File: src/rtl/mem_stage_sram_ctrl_pkg.sv
// rtl/mem_stage_sram_ctrl_pkg.sv - shared widths, state encoding and address mapping for the SRAM memory stage
package mem_stage_sram_ctrl_pkg;

    localparam int REGISTER_LEN  = 32;
    localparam int SRAM_ADDR_LEN = 18;
    localparam int SRAM_DATA_LEN = 16;
    localparam int WORD_ADDR_LEN = SRAM_ADDR_LEN - 1;

    localparam logic [REGISTER_LEN-1:0] BASE_ADDR_DEF = 32'd1024;

    typedef enum logic [2:0] {
        ST_IDLE  = 3'd0,
        ST_WR_LO = 3'd1,
        ST_WR_HI = 3'd2,
        ST_RD_LO = 3'd3,
        ST_RD_HI = 3'd4,
        ST_DONE  = 3'd5
    } state_e;

    // Byte address to 32-bit SRAM word index; wraps silently outside the SRAM window.
    function automatic logic [WORD_ADDR_LEN-1:0] sram_word(
        input logic [REGISTER_LEN-1:0] byte_addr,
        input logic [REGISTER_LEN-1:0] base
    );
        logic [REGISTER_LEN-1:0] offset;
        offset = byte_addr - base;
        return WORD_ADDR_LEN'(offset >> 2);
    endfunction

endpackage

File: src/rtl/mem_stage_sram_ctrl_if.sv
// rtl/mem_stage_sram_ctrl_if.sv - pipeline request and SRAM pin bundle for the memory stage
interface mem_stage_sram_ctrl_if;
    import mem_stage_sram_ctrl_pkg::*;

    logic                     mem_r_en;
    logic                     mem_w_en;
    logic [REGISTER_LEN-1:0]  alu_res;
    logic [REGISTER_LEN-1:0]  val_Rm;
    logic [REGISTER_LEN-1:0]  mem_rdata;
    logic                     ready;
    logic                     freeze;
    logic [SRAM_ADDR_LEN-1:0] sram_addr;
    logic [SRAM_DATA_LEN-1:0] sram_dq_out;
    logic                     sram_dq_oe;
    logic [SRAM_DATA_LEN-1:0] sram_dq_in;
    logic                     sram_we_n;

    modport master (
        output mem_r_en, mem_w_en, alu_res, val_Rm, sram_dq_in,
        input  mem_rdata, ready, freeze, sram_addr, sram_dq_out, sram_dq_oe, sram_we_n
    );

    modport slave (
        input  mem_r_en, mem_w_en, alu_res, val_Rm, sram_dq_in,
        output mem_rdata, ready, freeze, sram_addr, sram_dq_out, sram_dq_oe, sram_we_n
    );

endinterface

File: src/rtl/mem_stage_sram_ctrl_sram_wait_counter.sv
// rtl/mem_stage_sram_ctrl_sram_wait_counter.sv - times each half-word phase to WAIT_CYCLES+1 cycles
module sram_wait_counter #(
    parameter int WAIT_CYCLES = 1
) (
    input  logic clk,
    input  logic rst,
    input  logic en_i,
    output logic phase_done_o
);

    localparam int CW = (WAIT_CYCLES > 0) ? $clog2(WAIT_CYCLES + 1) : 1;
    localparam logic [CW-1:0] LAST = CW'(WAIT_CYCLES);

    logic [CW-1:0] cnt_q, cnt_d;

    assign phase_done_o = en_i && (cnt_q == LAST);

    // Dropping en_i or finishing a phase clears the count so the next phase starts at zero.
    always_comb begin
        cnt_d = cnt_q + CW'(1);
        if (!en_i || phase_done_o) begin
            cnt_d = '0;
        end
    end

    always_ff @(posedge clk) begin
        if (rst) begin
            cnt_q <= '0;
        end else begin
            cnt_q <= cnt_d;
        end
    end

endmodule

File: src/rtl/mem_stage_sram_ctrl.sv
// rtl/mem_stage_sram_ctrl.sv - pipeline memory stage: 32-bit loads/stores as two 16-bit async SRAM accesses
module mem_stage_sram_ctrl
    import mem_stage_sram_ctrl_pkg::*;
#(
    parameter int                      WAIT_CYCLES = 1,
    parameter logic [REGISTER_LEN-1:0] BASE_ADDR   = BASE_ADDR_DEF
) (
    input logic                  clk,
    input logic                  rst,
    mem_stage_sram_ctrl_if.slave bus
);

    state_e                   state_q, state_d;
    logic [WORD_ADDR_LEN-1:0] word_q, word_d;
    logic [REGISTER_LEN-1:0]  wdata_q, wdata_d;
    logic [REGISTER_LEN-1:0]  rdata_q, rdata_d;
    logic [SRAM_ADDR_LEN-1:0] addr_q, addr_d;
    logic [SRAM_DATA_LEN-1:0] dq_q, dq_d;
    logic                     oe_q, oe_d;
    logic                     we_n_q, we_n_d;
    logic                     in_phase;
    logic                     phase_done;
    logic                     accept;

    assign in_phase = state_q inside {ST_WR_LO, ST_WR_HI, ST_RD_LO, ST_RD_HI};
    assign accept   = (state_q == ST_IDLE) && (bus.mem_w_en || bus.mem_r_en);

    sram_wait_counter #(
        .WAIT_CYCLES(WAIT_CYCLES)
    ) u_wait (
        .clk         (clk),
        .rst         (rst),
        .en_i        (in_phase),
        .phase_done_o(phase_done)
    );

    always_ff @(posedge clk) begin
        if (rst) begin
            state_q <= ST_IDLE;
            word_q  <= '0;
            wdata_q <= '0;
            rdata_q <= '0;
            addr_q  <= '0;
            dq_q    <= '0;
            oe_q    <= 1'b0;
            we_n_q  <= 1'b1;
        end else begin
            state_q <= state_d;
            word_q  <= word_d;
            wdata_q <= wdata_d;
            rdata_q <= rdata_d;
            addr_q  <= addr_d;
            dq_q    <= dq_d;
            oe_q    <= oe_d;
            we_n_q  <= we_n_d;
        end
    end

    // A simultaneous read and write request is treated as a write.
    always_comb begin
        state_d = state_q;
        unique case (state_q)
            ST_IDLE: begin
                if (bus.mem_w_en) begin
                    state_d = ST_WR_LO;
                end else if (bus.mem_r_en) begin
                    state_d = ST_RD_LO;
                end
            end
            ST_WR_LO: if (phase_done) state_d = ST_WR_HI;
            ST_WR_HI: if (phase_done) state_d = ST_DONE;
            ST_RD_LO: if (phase_done) state_d = ST_RD_HI;
            ST_RD_HI: if (phase_done) state_d = ST_DONE;
            ST_DONE:  state_d = ST_IDLE;
            default:  state_d = ST_IDLE;
        endcase
    end

    // SRAM pins are registered from the next state so they are stable for the whole phase.
    always_comb begin
        word_d  = word_q;
        wdata_d = wdata_q;
        rdata_d = rdata_q;
        addr_d  = addr_q;
        dq_d    = dq_q;
        oe_d    = 1'b0;
        we_n_d  = 1'b1;

        if (accept) begin
            word_d = sram_word(bus.alu_res, BASE_ADDR);
            if (bus.mem_w_en) begin
                wdata_d = bus.val_Rm;
            end
        end

        if (phase_done && state_q == ST_RD_LO) begin
            rdata_d[SRAM_DATA_LEN-1:0] = bus.sram_dq_in;
        end
        if (phase_done && state_q == ST_RD_HI) begin
            rdata_d[REGISTER_LEN-1:SRAM_DATA_LEN] = bus.sram_dq_in;
        end

        case (state_d)
            ST_WR_LO: begin
                addr_d = {word_d, 1'b0};
                dq_d   = wdata_d[SRAM_DATA_LEN-1:0];
                oe_d   = 1'b1;
                we_n_d = 1'b0;
            end
            ST_WR_HI: begin
                addr_d = {word_d, 1'b1};
                dq_d   = wdata_d[REGISTER_LEN-1:SRAM_DATA_LEN];
                oe_d   = 1'b1;
                we_n_d = 1'b0;
            end
            ST_RD_LO: addr_d = {word_d, 1'b0};
            ST_RD_HI: addr_d = {word_d, 1'b1};
            default: ;
        endcase
    end

    assign bus.mem_rdata   = rdata_q;
    assign bus.ready       = (state_q == ST_DONE);
    assign bus.freeze      = (bus.mem_r_en || bus.mem_w_en) && (state_q != ST_DONE);
    assign bus.sram_addr   = addr_q;
    assign bus.sram_dq_out = dq_q;
    assign bus.sram_dq_oe  = oe_q;
    assign bus.sram_we_n   = we_n_q;

endmodule

File: src/flat_wrapper.sv
// flat-port wrapper written by rule: the top's interface ports become plain ports
module mem_stage_sram_ctrl_flat import mem_stage_sram_ctrl_pkg::*;
#(
    parameter int                      WAIT_CYCLES = 1,
    parameter logic [REGISTER_LEN-1:0] BASE_ADDR   = BASE_ADDR_DEF
)
  (clk, rst, bus_mem_r_en, bus_mem_w_en, bus_alu_res, bus_val_Rm, bus_sram_dq_in, bus_mem_rdata, bus_ready, bus_freeze, bus_sram_addr, bus_sram_dq_out, bus_sram_dq_oe, bus_sram_we_n);
  mem_stage_sram_ctrl_if bus_i ();
  input logic clk;
  input logic rst;
  input wire logic [$bits(bus_i.mem_r_en)-1:0] bus_mem_r_en;
  input wire logic [$bits(bus_i.mem_w_en)-1:0] bus_mem_w_en;
  input wire logic [$bits(bus_i.alu_res)-1:0] bus_alu_res;
  input wire logic [$bits(bus_i.val_Rm)-1:0] bus_val_Rm;
  input wire logic [$bits(bus_i.sram_dq_in)-1:0] bus_sram_dq_in;
  output wire logic [$bits(bus_i.mem_rdata)-1:0] bus_mem_rdata;
  output wire logic [$bits(bus_i.ready)-1:0] bus_ready;
  output wire logic [$bits(bus_i.freeze)-1:0] bus_freeze;
  output wire logic [$bits(bus_i.sram_addr)-1:0] bus_sram_addr;
  output wire logic [$bits(bus_i.sram_dq_out)-1:0] bus_sram_dq_out;
  output wire logic [$bits(bus_i.sram_dq_oe)-1:0] bus_sram_dq_oe;
  output wire logic [$bits(bus_i.sram_we_n)-1:0] bus_sram_we_n;
  assign bus_i.mem_r_en = bus_mem_r_en;
  assign bus_i.mem_w_en = bus_mem_w_en;
  assign bus_i.alu_res = bus_alu_res;
  assign bus_i.val_Rm = bus_val_Rm;
  assign bus_i.sram_dq_in = bus_sram_dq_in;
  assign bus_mem_rdata = bus_i.mem_rdata;
  assign bus_ready = bus_i.ready;
  assign bus_freeze = bus_i.freeze;
  assign bus_sram_addr = bus_i.sram_addr;
  assign bus_sram_dq_out = bus_i.sram_dq_out;
  assign bus_sram_dq_oe = bus_i.sram_dq_oe;
  assign bus_sram_we_n = bus_i.sram_we_n;
  mem_stage_sram_ctrl #(.WAIT_CYCLES(WAIT_CYCLES), .BASE_ADDR(BASE_ADDR)) u_core (.clk(clk), .rst(rst), .bus(bus_i));
endmodule
File: config.mk
export PLATFORM = sky130hd
export DESIGN_NAME = mem_stage_sram_ctrl_flat
export DESIGN_NICKNAME = d
export VERILOG_FILES = /design/src/rtl/mem_stage_sram_ctrl_pkg.sv /design/src/rtl/mem_stage_sram_ctrl_if.sv /design/src/rtl/mem_stage_sram_ctrl_sram_wait_counter.sv /design/src/rtl/mem_stage_sram_ctrl.sv /design/src/flat_wrapper.sv
export SDC_FILE = /design/constraint.sdc
export NUM_CORES = 1
export LEC_CHECK = 0
export ABC_AREA = 1
export BUFFER_PORTS_ARGS = -buffer_cell sky130_fd_sc_hd__clkbuf_2
export CAP_MARGIN = 20
export CORE_MARGIN = 3
export CORE_UTILIZATION = 56
export CTS_CLUSTER_DIAMETER = 40
export DETAILED_ROUTE_END_ITERATION = 10
export GPL_ROUTABILITY_DRIVEN = 0
export PLACE_DENSITY = 0.85
export SKIP_CTS_REPAIR_TIMING = 1
export SLEW_MARGIN = 30
export SYNTH_ARGS = -nofsm -noshare
export SYNTH_HDL_FRONTEND = slang
export SYNTH_HIERARCHICAL = 1
export SYNTH_SLANG_ARGS = --single-unit
File: constraint.sdc
create_clock -name clk -period 4.2 [get_ports clk]
set_input_delay 0.84 -clock clk [delete_from_list [all_inputs] [get_ports clk]]
set_output_delay 0.84 -clock clk [all_outputs]
set_load 0.01 [all_outputs]
==> out/qor.yml, run 1 <==
yosys:
  async_flop_share: 0
  synth.top_cell.area_share: 0.4577
  yosysMostFrequentCell: "nand2_1"
  synth_top_cell_by_area: "dfxtp_1"
  synth_commonest_cells: "nand2_1, dfxtp_1, inv_1"
  syn_area_per_cell_um2: 7.133
  yosysUniqueCellTypes: 32
  synth-seq-cells: 121
  syn-num-nets: 827
  synth_seq_area_share: 0.4577
  synth_edf_count: 0
  ys.flop_type: "dfxtp_1"
  syn_area_um2: 5293
  syn_inst: 742
  synthTopCellsByArea: "dfxtp_1, nand2_1, inv_1"
  yosysWarnings: 6
drt:
  wl_mm: 13.66
  avgViaCountPerCell: 5.309
  drtIter0Drc: 236
  drtAntennaViolNets: 0
  vias: 5208
  wl_per_cell_um: 13.92
  drcViolationCount: 0
  drtPass1Iterations: 6
timing:
  fmax_ghz: 0.3180
  finalSetupViolCount: 0
  tightest_slew_ns: 0.8523
  period_needed_ns: 3.144
  fin_tns_setup_ns: 0
  post-route-period-util: 0.7487
  skew_ns: 0.01037
  relSlewSlack: 0.4312
  final-hold-violation-count: 0
  worst_slack_ns: 1.056
  rsz0062_at_grt: "false"
  report.final.slew_viol_count: 0
final_layout:
  insertedDiodeCount: 0
  fin_area_um2: 6571
  drive_above_1_share: 0.2348
  layout.cells.non_filler: 981
  syn2layout_area_growth_pct: 24.16
  nets: 945
  num-fill-cells: 694
place:
  place_hpwl_mm: 9.033
  place_ws_ns: 1.233
  dpl_cell_area_um2: 5923
  dp_cells: 949
  io_buffer_count: 138
pwr:
  p_comb_frac: 0.248
  p_clk_frac: 0.396
  switching_share: 0.3145
  internal_power_mw: 2.705
  p_switching_mw: 1.241
  vdd_drop_max_mv: 0.3251
  pwr-share-seq: 0.356
  leakage_nw: 3.291
  powerDensity_nw_per_um2: 600.5
critical_path:
  crit_path_end_kind: "flip-flop"
  crit_fanout: 33
  r2r_cells: 13
  worst_ep_arrival_time_ns: 3.59
  required_ns: 4.64
  start_kind: "flip-flop"
  setup.worst_path.class: "flip-flop to flip-flop"
cts:
  clock_latency_ns: 0.51
  numCtsBuffers: 17
  cts_max_path_buffers: 2
  tritoncts: "yes"
  cts_root_buf: "clkbuf_8"
  htreeDepth: 4
  cts_sinks: 121
  clk_pin_slew_worst_paths_ns: 0.06
worst_hold_path:
  hold_path.class: "flip-flop to flip-flop"
  hold-path-cell-count: 2
grt:
  first_global_vias: 5045
  grt_pass1_wl_mm: 21.96
  antenna_found_initial: 0
  grt_overflow: 0
  grt_max_degree: 71
  grt_util_all_layers: 0.2599
die:
  dieArea_um2: 10650
  rows: 34
  dieHeight_um: 103.2
  initial_utilization: 0.5924
  io_pins: 154
  core_area_um2: 8934
  die_width_um: 103.2
run:
  maxCapViolCount: 0
run_status:
  status: "completed"
flip-flops by register name, summed over array words and instances (netlist names):
register	cells
u_core/u_wait/cnt_q	1
u_core/bus.sram_dq_oe	1
u_core/state_q	3
u_core/word_q	17
u_core/bus.mem_rdata	32
u_core/bus.sram_we_n	1
u_core/bus.sram_addr	18
u_core/bus.sram_dq_out	16
u_core/wdata_q	32
cell families after synthesis:
| logic type | count (synthesis) | share of synthesized area |
|---|---|---|
| AO/OA/AOI/OAI | 102 | 0.1045 |
| AND/OR/NAND/NOR | 370 | 0.3161 |
| adder cells (fa/ha/maj) | 1 | 0.002364 |
| XOR/XNOR | 4 | 0.006621 |
| buffers and inverters | 144 | 0.1128 |
| flip-flops | 121 | 0.4577 |
cell type report:
class / instances / area [um^2] / area share
flip-flops and latches: 121 / 2422 / 0.3686
clock inverters: 12 / 196.4 / 0.02989
repair buffers: 140 / 705.7 / 0.1074
clock buffers: 20 / 445.4 / 0.06778
well taps: 108 / 135.1 / 0.02056
multi-input cells: 477 / 2278 / 0.3467
inverters: 103 / 387.9 / 0.05903
worst max-delay path, stage by stage (launching register included):
cell	delay, ns
dfxtp_1	0.40
nor2_4	0.22
nand2_1	0.09
nand2_1	0.12
nand2_1	0.06
inv_1	0.57
nor2_1	0.14
nand3_1	0.11
nand2_1	0.13
nor2_8	0.36
nand2_4	0.32
nand2_4	0.31
nand3_1	0.13
nand2_1	0.13
metrics by stage:
| stage | util | hold WS, ns | power (mW) |
|---|---|---|---|
| floorplan | - | 0.4525 | 2.138 |
| global placement | 0.6630 | 0.4309 | 2.341 |
| detailed placement | 0.6630 | 0.4372 | 2.382 |
| CTS | 0.7349 | 0.4459 | 3.959 |
| global route | 0.7356 | 0.4651 | 4.156 |
| finish | 0.7356 | 0.4479 | 3.946 |
layer usage:
metal	wire length (um)	GRT usage
met5	0	0
met2	6881	0.4568
met4	536	0.1474
met1	5411	0.2888
met3	828	0.05835
power by group through the flow:
stage / Sequential, mW / Clock (mW) / Combinational (mW)
floorplan: 1.46 / 0 / 0.681
global placement: 1.41 / 0 / 0.926
detailed placement: 1.43 / 0 / 0.957
CTS: 1.41 / 1.58 / 0.975
global route: 1.42 / 1.63 / 1.10
finish: 1.41 / 1.56 / 0.979
path summary, 6_finish.rpt:
path | to | slack, ns | start
max | u_core/bus.sram_dq_out[2] | 1.06 | u_core/state_q[1]
min | u_core/bus.mem_rdata[24] | 0.45 | u_core/bus.mem_rdata[24]
max reg2reg | u_core/bus.sram_dq_out[2] | 1.06 | u_core/state_q[1]
min reg2reg | u_core/bus.mem_rdata[24] | 0.45 | u_core/bus.mem_rdata[24]
placed cells by master, fill, tap and decap left out, types with 4 or more instances in the layout:
| master | instances |
|---|---|
| nand2_1 | 164 |
| clkbuf_2 | 138 |
| dfxtp_1 | 121 |
| inv_1 | 100 |
| nor2_1 | 94 |
| nand3_1 | 60 |
| o21ai_0 | 46 |
| a21oi_1 | 35 |
| nand4_1 | 17 |
| clkbuf_16 | 16 |
| o21a_1 | 16 |
| or2_2 | 12 |
| bufinv_16 | 5 |
| nand3_2 | 5 |
| nand2_2 | 5 |
| clkinv_2 | 4 |
| o21ai_1 | 4 |
Power figures use the tool's default switching activity.
==> inputs of run 2 (changes only) <==
--- a/config.mk
+++ b/config.mk
@@ -9,11 +9,11 @@
 export BUFFER_PORTS_ARGS = -buffer_cell sky130_fd_sc_hd__clkbuf_2
 export CAP_MARGIN = 20
 export CORE_MARGIN = 3
-export CORE_UTILIZATION = 56
+export CORE_UTILIZATION = 47
 export CTS_CLUSTER_DIAMETER = 40
 export DETAILED_ROUTE_END_ITERATION = 10
 export GPL_ROUTABILITY_DRIVEN = 0
-export PLACE_DENSITY = 0.85
+export PLACE_DENSITY = 0.76
 export SKIP_CTS_REPAIR_TIMING = 1
 export SLEW_MARGIN = 30
 export SYNTH_ARGS = -nofsm -noshare
==> constraint.sdc (replaced) <==
create_clock -name clk -period 2.65 [get_ports clk]
set_input_delay 0.53 -clock clk [delete_from_list [all_inputs] [get_ports clk]]
set_output_delay 0.53 -clock clk [all_outputs]
set_load 0.01 [all_outputs]
==> run 2 against run 1 <==
  * Power up 57%
  * Clock power increased by 56%
  * Register-to-register slack worse by 0.80 ns
  * Final area up 1.7%
  * Non-clock buffer count up 9
  * Sequential cell count unchanged
  * Critical path type unchanged
  * Die area is 18% higher
  * Highest routed layer unchanged
  * Setup slack got worse by 0.80 ns
  * Wire length down 6.1%
  * First-iteration DRC count up 33%
  * Fmax up 31%
==> out/qor.yml, run 2 (synthesis gave the netlist of run 1 again) <==
timing:
  report.final.slew_viol_count: 0  # unchanged
  period_needed_ns: 2.391  # was 3.144 ns
  post-route-period-util: 0.9024  # was 0.7487
  skew_ns: 0.004064  # was 0.01037 ns
  finalSetupViolCount: 0  # unchanged
  relSlewSlack: 0.4914  # was 0.4312
  rsz0062_at_grt: "false"  # unchanged
  tightest_slew_ns: 0.7629  # was 0.8523 ns
  fin_tns_setup_ns: 0  # unchanged
  fmax_ghz: 0.4182  # was 0.3180 GHz
  final-hold-violation-count: 0  # unchanged
place:
  io_buffer_count: 138  # unchanged
  place_hpwl_mm: 8.487  # was 9.033 mm
  dpl_cell_area_um2: 6043  # was 5923 um^2
final_layout:
  layout_common_cells: "nand2_1, clkbuf_2, dfxtp_1"  # unchanged
  ff_latch_area_um2: 2422  # unchanged
  insertedDiodeCount: 0  # unchanged
  syn2layout_area_growth_pct: 26.22  # was 24.16%
  nets: 954  # was 945
  drive_above_1_share: 0.2404  # was 0.2348
  fin_area_um2: 6680  # was 6571 um^2
  num-fill-cells: 1019  # was 694
  multi_input_area_um2: 2273  # was 2278 um^2
  layout_commonest_cell: "nand2_1"  # unchanged
drt:
  drtIter0Drc: 315  # was 236
  drtAntennaViolNets: 0  # unchanged
  wl_mm: 12.82  # was 13.66 mm
  wl_per_cell_um: 12.54  # was 13.92 um
  drtPass1Iterations: 5  # was 6
  avgViaCountPerCell: 4.795  # was 5.309
  vias: 4900  # was 5208
  drcViolationCount: 0  # unchanged
critical_path:
  setup.worst_path.class: "flip-flop to flip-flop"  # unchanged
  crit_path_end_kind: "flip-flop"  # unchanged
  start_kind: "flip-flop"  # unchanged
  crit_fanout: 33  # unchanged
  cpMostUsedCell: "nand2_1"  # unchanged
  required_ns: 3.00  # was 4.64 ns
  slowest_delay_ns: 0.40  # was 0.57 ns
  cp_cell_sequence: "nor2_4 -> nand2_1 -> nand2_1 -> nand2_1 -> inv_1 -> nor2_1 -> nand3_1 -> nand2_1 -> nor2_8 -> nand2_4 -> nand2_4 -> nand3_1 -> nand2_1"  # unchanged
  cpMaxStageDelayCell: "dfxtp_1"  # was inv_1
  worst_ep_arrival_time_ns: 2.74  # was 3.59 ns
die:
  core_area_um2: 10940  # was 8934 um^2
  dieHeight_um: 112.1  # was 103.2 um
  dieArea_um2: 12570  # was 10650 um^2
  die_width_um: 112.1  # was 103.2 um
  io_pins: 154  # unchanged
  rows: 38  # was 34
  initial_utilization: 0.4840  # was 0.5924
worst_hold_path:
  hold_path.class: "input pin to flip-flop"  # was flip-flop to flip-flop
pwr:
  leakage_nw: 3.345  # was 3.291 nW
  powerDensity_nw_per_um2: 929.6  # was 600.5 nW/um^2
  p_clk_frac: 0.393  # was 0.396
  p_switching_mw: 1.906  # was 1.241 mW
  switching_share: 0.3069  # was 0.3145
  vdd_drop_max_mv: 0.6683  # was 0.3251 mV
  p_total_mw: 6.210  # was 3.946 mW
  internal_power_mw: 4.304  # was 2.705 mW
  pwr-share-seq: 0.357  # was 0.356
  p_comb_frac: 0.249  # was 0.248
grt:
  grt_pass1_wl_mm: 21.39  # was 21.96 mm
  grt_util_all_layers: 0.2088  # was 0.2599
  grt_overflow: 0  # unchanged
  first_global_vias: 4586  # was 5045
  antenna_found_initial: 0  # unchanged
  grt_max_degree: 71  # unchanged
run:
  maxCapViolCount: 0  # unchanged
cts:
  cts_sinks: 121  # unchanged
  cts_root_buf: "clkbuf_16"  # was clkbuf_8
  clock_latency_ns: 0.41  # was 0.51 ns
  tritoncts: "yes"  # unchanged
  cts_max_path_buffers: 2  # unchanged
  clk_pin_slew_worst_paths_ns: 0.05  # was 0.06 ns
  numCtsBuffers: 17  # unchanged
  htreeDepth: 4  # unchanged
run_status:
  status: "completed"  # unchanged
-- run 2: path summary, 6_finish.rpt --
check	from	endpoint	slack [ns]	cells past startpoint
setup reg to reg	u_core/state_q[1]	u_core/bus.sram_dq_out[13]	0.26	13
setup / recovery	u_core/state_q[1]	u_core/bus.sram_dq_out[13]	0.26	13
hold reg to reg	u_core/bus.mem_rdata[20]	u_core/bus.mem_rdata[20]	0.44	2
hold / removal	bus_sram_dq_in[3]	u_core/bus.mem_rdata[3]	0.39	3
-- run 2: area by class of cell --
type,count,area share
repair buffers,149,0.1176
flip-flops and latches,121,0.3626
well taps,140,0.02622
multi-input cells,477,0.3403
clock inverters,6,0.01611
clock buffers,26,0.07923
inverters,103,0.05788
-- run 2: per-stage QoR --
step	hold slack (ns)	util	setup WS, ns	cells
floorplan	0.4525	-	0.6285	742
CTS	0.3714	0.6109	0.2723	1022
global placement	0.4299	0.5526	0.3162	990
detailed placement	0.4340	0.5526	0.2945	990
global route	0.3978	0.6109	0.07340	1022
finish	0.3888	0.6109	0.2588	1022
-- run 2: power by group through the flow --
| stage | sequential (mW) | clock, mW | combinational, mW |
|---|---|---|---|
| after global routing | 2.25 | 2.56 | 1.77 |
| after floorplan | 2.31 | 0 | 1.08 |
| after global placement | 2.25 | 0 | 1.53 |
| after detailed placement | 2.26 | 0 | 1.54 |
| final | 2.22 | 2.44 | 1.55 |
| after CTS | 2.22 | 2.49 | 1.56 |
-- run 2: routing by layer --
metal / wire [um] / part of all wire / global-route usage / vias to the layer above
li1: - / - / - / 2582
met1: 5550 / 0.43 / 0.2461 / 2159
met2: 6177 / 0.48 / 0.3516 / 136
met3: 867 / 0.068 / 0.07116 / 23
met4: 225 / 0.018 / 0.08013 / 0
met5: 0 / 0 / 0 / -
-- run 2: worst max-delay path: cells and delay by family, from the launching register on --
family | cells | cell delay (ns)
buf+inv | 1 | 0.12
simple gates | 12 | 1.81
flops | 1 | 0.40
==> inputs of run 3 (changes only) <==
--- a/config.mk
+++ b/config.mk
@@ -13,10 +13,9 @@
 export CTS_CLUSTER_DIAMETER = 40
 export DETAILED_ROUTE_END_ITERATION = 10
 export GPL_ROUTABILITY_DRIVEN = 0
-export PLACE_DENSITY = 0.76
+export PLACE_DENSITY = 0.77
 export SKIP_CTS_REPAIR_TIMING = 1
 export SLEW_MARGIN = 30
 export SYNTH_ARGS = -nofsm -noshare
 export SYNTH_HDL_FRONTEND = slang
-export SYNTH_HIERARCHICAL = 1
 export SYNTH_SLANG_ARGS = --single-unit
==> run 3 against run 2 <==
  * First-iteration DRC count rose by 17%
  * Clock power about the same
  * Die area decreased by 1.1%
  * Non-clock buffer count down 1
  * Clock-buffer cell count down 5
  * Critical path depth shrank 3
  * Synthesized cell count decreased by 4.7%
  * Fmax rose by 8.7%
  * Largest cell class unchanged
==> out/qor.yml, run 3 <==
run_status:
  status: "completed"  # unchanged
pwr:
  powerDensity_nw_per_um2: 949.1  # was 929.6 nW/um^2
  vdd_drop_max_mv: 0.6154  # was 0.6683 mV
  leakage_nw: 3.280  # was 3.345 nW
die:
  initial_utilization: 0.4959  # was 0.4840
  dieArea_um2: 12440  # was 12570 um^2
  die_width_um: 111.5  # was 112.1 um
  rows: 37  # was 38
  core_area_um2: 10560  # was 10940 um^2
  io_pins: 154  # unchanged
  dieHeight_um: 111.5  # was 112.1 um
final_layout:
  layout_commonest_cell: "nand2_1"  # unchanged
  layout_common_cells: "nand2_1, clkbuf_2, dfxtp_1"  # unchanged
  nets: 913  # was 954
  insertedDiodeCount: 0  # unchanged
  syn2layout_area_growth_pct: 25.36  # was 26.22%
  layout.cells.non_filler: 977  # was 1022
  drive_above_1_share: 0.2366  # was 0.2404
  num-fill-cells: 996  # was 1019
critical_path:
  setup.worst_path.class: "flip-flop to flip-flop"  # unchanged
  required_ns: 3.11  # was 3.00 ns
  worst_ep_arrival_time_ns: 2.66  # was 2.74 ns
  crit_path_end_kind: "flip-flop"  # unchanged
  crit_fanout: 33  # unchanged
  r2r_cells: 10  # was 13
  start_kind: "flip-flop"  # unchanged
grt:
  antenna_found_initial: 2  # was 0
  grt_pass1_wl_mm: 21.15  # was 21.39 mm
  grt_max_degree: 55  # was 71
  grt_overflow: 0  # unchanged
  first_global_vias: 4538  # was 4586
  grt_util_all_layers: 0.2076  # was 0.2088
timing:
  fin_tns_setup_ns: 0  # unchanged
  report.final.slew_viol_count: 0  # unchanged
  finalSetupViolCount: 0  # unchanged
  rsz0062_at_grt: "false"  # unchanged
  skew_ns: 0.007684  # was 0.004064 ns
  period_needed_ns: 2.201  # was 2.391 ns
  final-hold-violation-count: 0  # unchanged
  post-route-period-util: 0.8305  # was 0.9024
  fmax_ghz: 0.4544  # was 0.4182 GHz
  tightest_slew_ns: 0.6106  # was 0.7629 ns
  relSlewSlack: 0.5929  # was 0.4914
run:
  maxCapViolCount: 0  # unchanged
cts:
  tritoncts: "yes"  # unchanged
  cts_max_path_buffers: 2  # unchanged
  htreeDepth: 4  # unchanged
  cts_root_buf: "clkbuf_8"  # was clkbuf_16
  clk_pin_slew_worst_paths_ns: 0.06  # was 0.05 ns
  cts_sinks: 121  # unchanged
  clock_latency_ns: 0.52  # was 0.41 ns
  numCtsBuffers: 17  # unchanged
yosys:
  synthTopCellsByArea: "dfxtp_1, nand2_1, inv_1"  # unchanged
  yosysMostFrequentCell: "nand2_1"  # unchanged
  synth_edf_count: 0  # unchanged
  synth-seq-cells: 121  # unchanged
  synth_compound_area_frac: 0.1145  # was 0.1045
  async_flop_share: 0  # unchanged
  yosysWarnings: 0  # was 6
  syn_area_per_cell_um2: 7.403  # was 7.133 um^2
  synthSimpleGateAreaFrac: 0.2885  # was 0.3161
  synthMuxAreaShare: 0.01721  # was 0
  syn_area_um2: 5234  # was 5293 um^2
  ys.flop_type: "dfxtp_1"  # unchanged
  synth_top_cell_by_area: "dfxtp_1"  # unchanged
  synth_seq_area_share: 0.4628  # was 0.4577
  yosysUniqueCellTypes: 30  # was 32
  synth.top_cell.area_share: 0.4628  # was 0.4577
  synthXorXnorAreaFrac: 0.001673  # was 0.006619
  syn-num-nets: 792  # was 827
  synth_commonest_cells: "nand2_1, dfxtp_1, inv_1"  # unchanged
  synth_top_family_by_area: "simple AND/OR/NAND/NOR gates"  # unchanged
  syn_inst: 707  # was 742
  synthAdderAreaFrac: 0.002391  # was 0.002364
place:
  dp_cells: 945  # was 990
  place_hpwl_mm: 8.752  # was 8.487 mm
  io_buffer_count: 138  # unchanged
drt:
  drtIter0Drc: 369  # was 315
  drtAntennaViolNets: 0  # unchanged
  wl_met1_mm: 5.673  # was 5.550 mm
  drtPass1Iterations: 4  # was 5
  highest_layer: "met5"  # was met4
  avgViaCountPerCell: 4.976  # was 4.795
  dr_wl_met2_mm: 6.104  # was 6.177 mm
  wl_per_cell_um: 13.05  # was 12.54 um
  vias: 4862  # was 4900
  drcViolationCount: 0  # unchanged
  wl_mm: 12.75  # was 12.82 mm
  wl_met3_um: 701  # was 867 um
worst_hold_path:
  hold_path.class: "input pin to flip-flop"  # unchanged
  hold-path-cell-count: 3  # unchanged
==> run 3: kinds of logic after synthesis <==
logic type | after synthesis
and+or+nand+nor | 330
buffers and inverters | 134
DFF | 121
AOI/OAI and AO/OA | 111
muxes | 9
xor gates and xnor gates | 1
adders and majority gates | 1
==> run 3: per-stage QoR <==
stage               utilization  area, um^2  power, mW  hold WS [ns]  setup slack (ns)
floorplan                     -        5234      3.454        0.4341            0.9637
global route             0.6216        6561      6.602        0.2743            0.1949
finish                   0.6216        6561      6.228        0.2742            0.4493
global placement         0.5622        5934      3.793        0.4322            0.3433
detailed placement       0.5622        5934      3.834        0.4373            0.2940
CTS                      0.6216        6561      6.282        0.2577            0.4466
==> run 3: cell type report <==
cell class | count | area [um^2] | share of cell area
clock buffer | 21 | 459.2 | 0.06998
tap | 136 | 170.2 | 0.02593
clock inverter | 11 | 167.7 | 0.02555
multi-input combinational | 452 | 2221 | 0.3385
timing repair buffer | 148 | 790.8 | 0.1205
inverter | 88 | 330.3 | 0.05034
sequential | 121 | 2422 | 0.3692
==> run 3: final timing paths <==
check                      startpoint  slack, ns                        end
max reg2reg         u_core.state_q[2]       0.45  u_core.bus.sram_dq_out[9]
min reg2reg  u_core.bus.mem_rdata[14]       0.44   u_core.bus.mem_rdata[14]
min                    bus_alu_res[9]       0.27           u_core.word_q[7]
max                 u_core.state_q[2]       0.45  u_core.bus.sram_dq_out[9]
==> run 3: critical path, stage by stage, from the launching register on <==
cell,delay (ns)
dfxtp_1,0.34
inv_2,0.20
buf_4,0.25
nand3_1,0.09
nand2_1,0.07
nand2_1,0.09
nand2_4,0.20
nand3_4,0.35
nand2_4,0.33
nand3_1,0.13
nand2_1,0.08
==> run 3: routing by layer <==
layer  track usage  vias to the layer above
li1              -                     2530
met1        0.2573                     2176
met2        0.3422                      126
met3       0.05761                       26
met4       0.08435                        4
met5             0                        -
==> run 3: power by group <==
part           internal (mW)  switching [mW]  leakage [nW]
clock                   1.60           0.829         0.304
combinational          0.552            1.00          1.98
sequential              2.11           0.138         0.992
total                   4.26            1.97          3.28
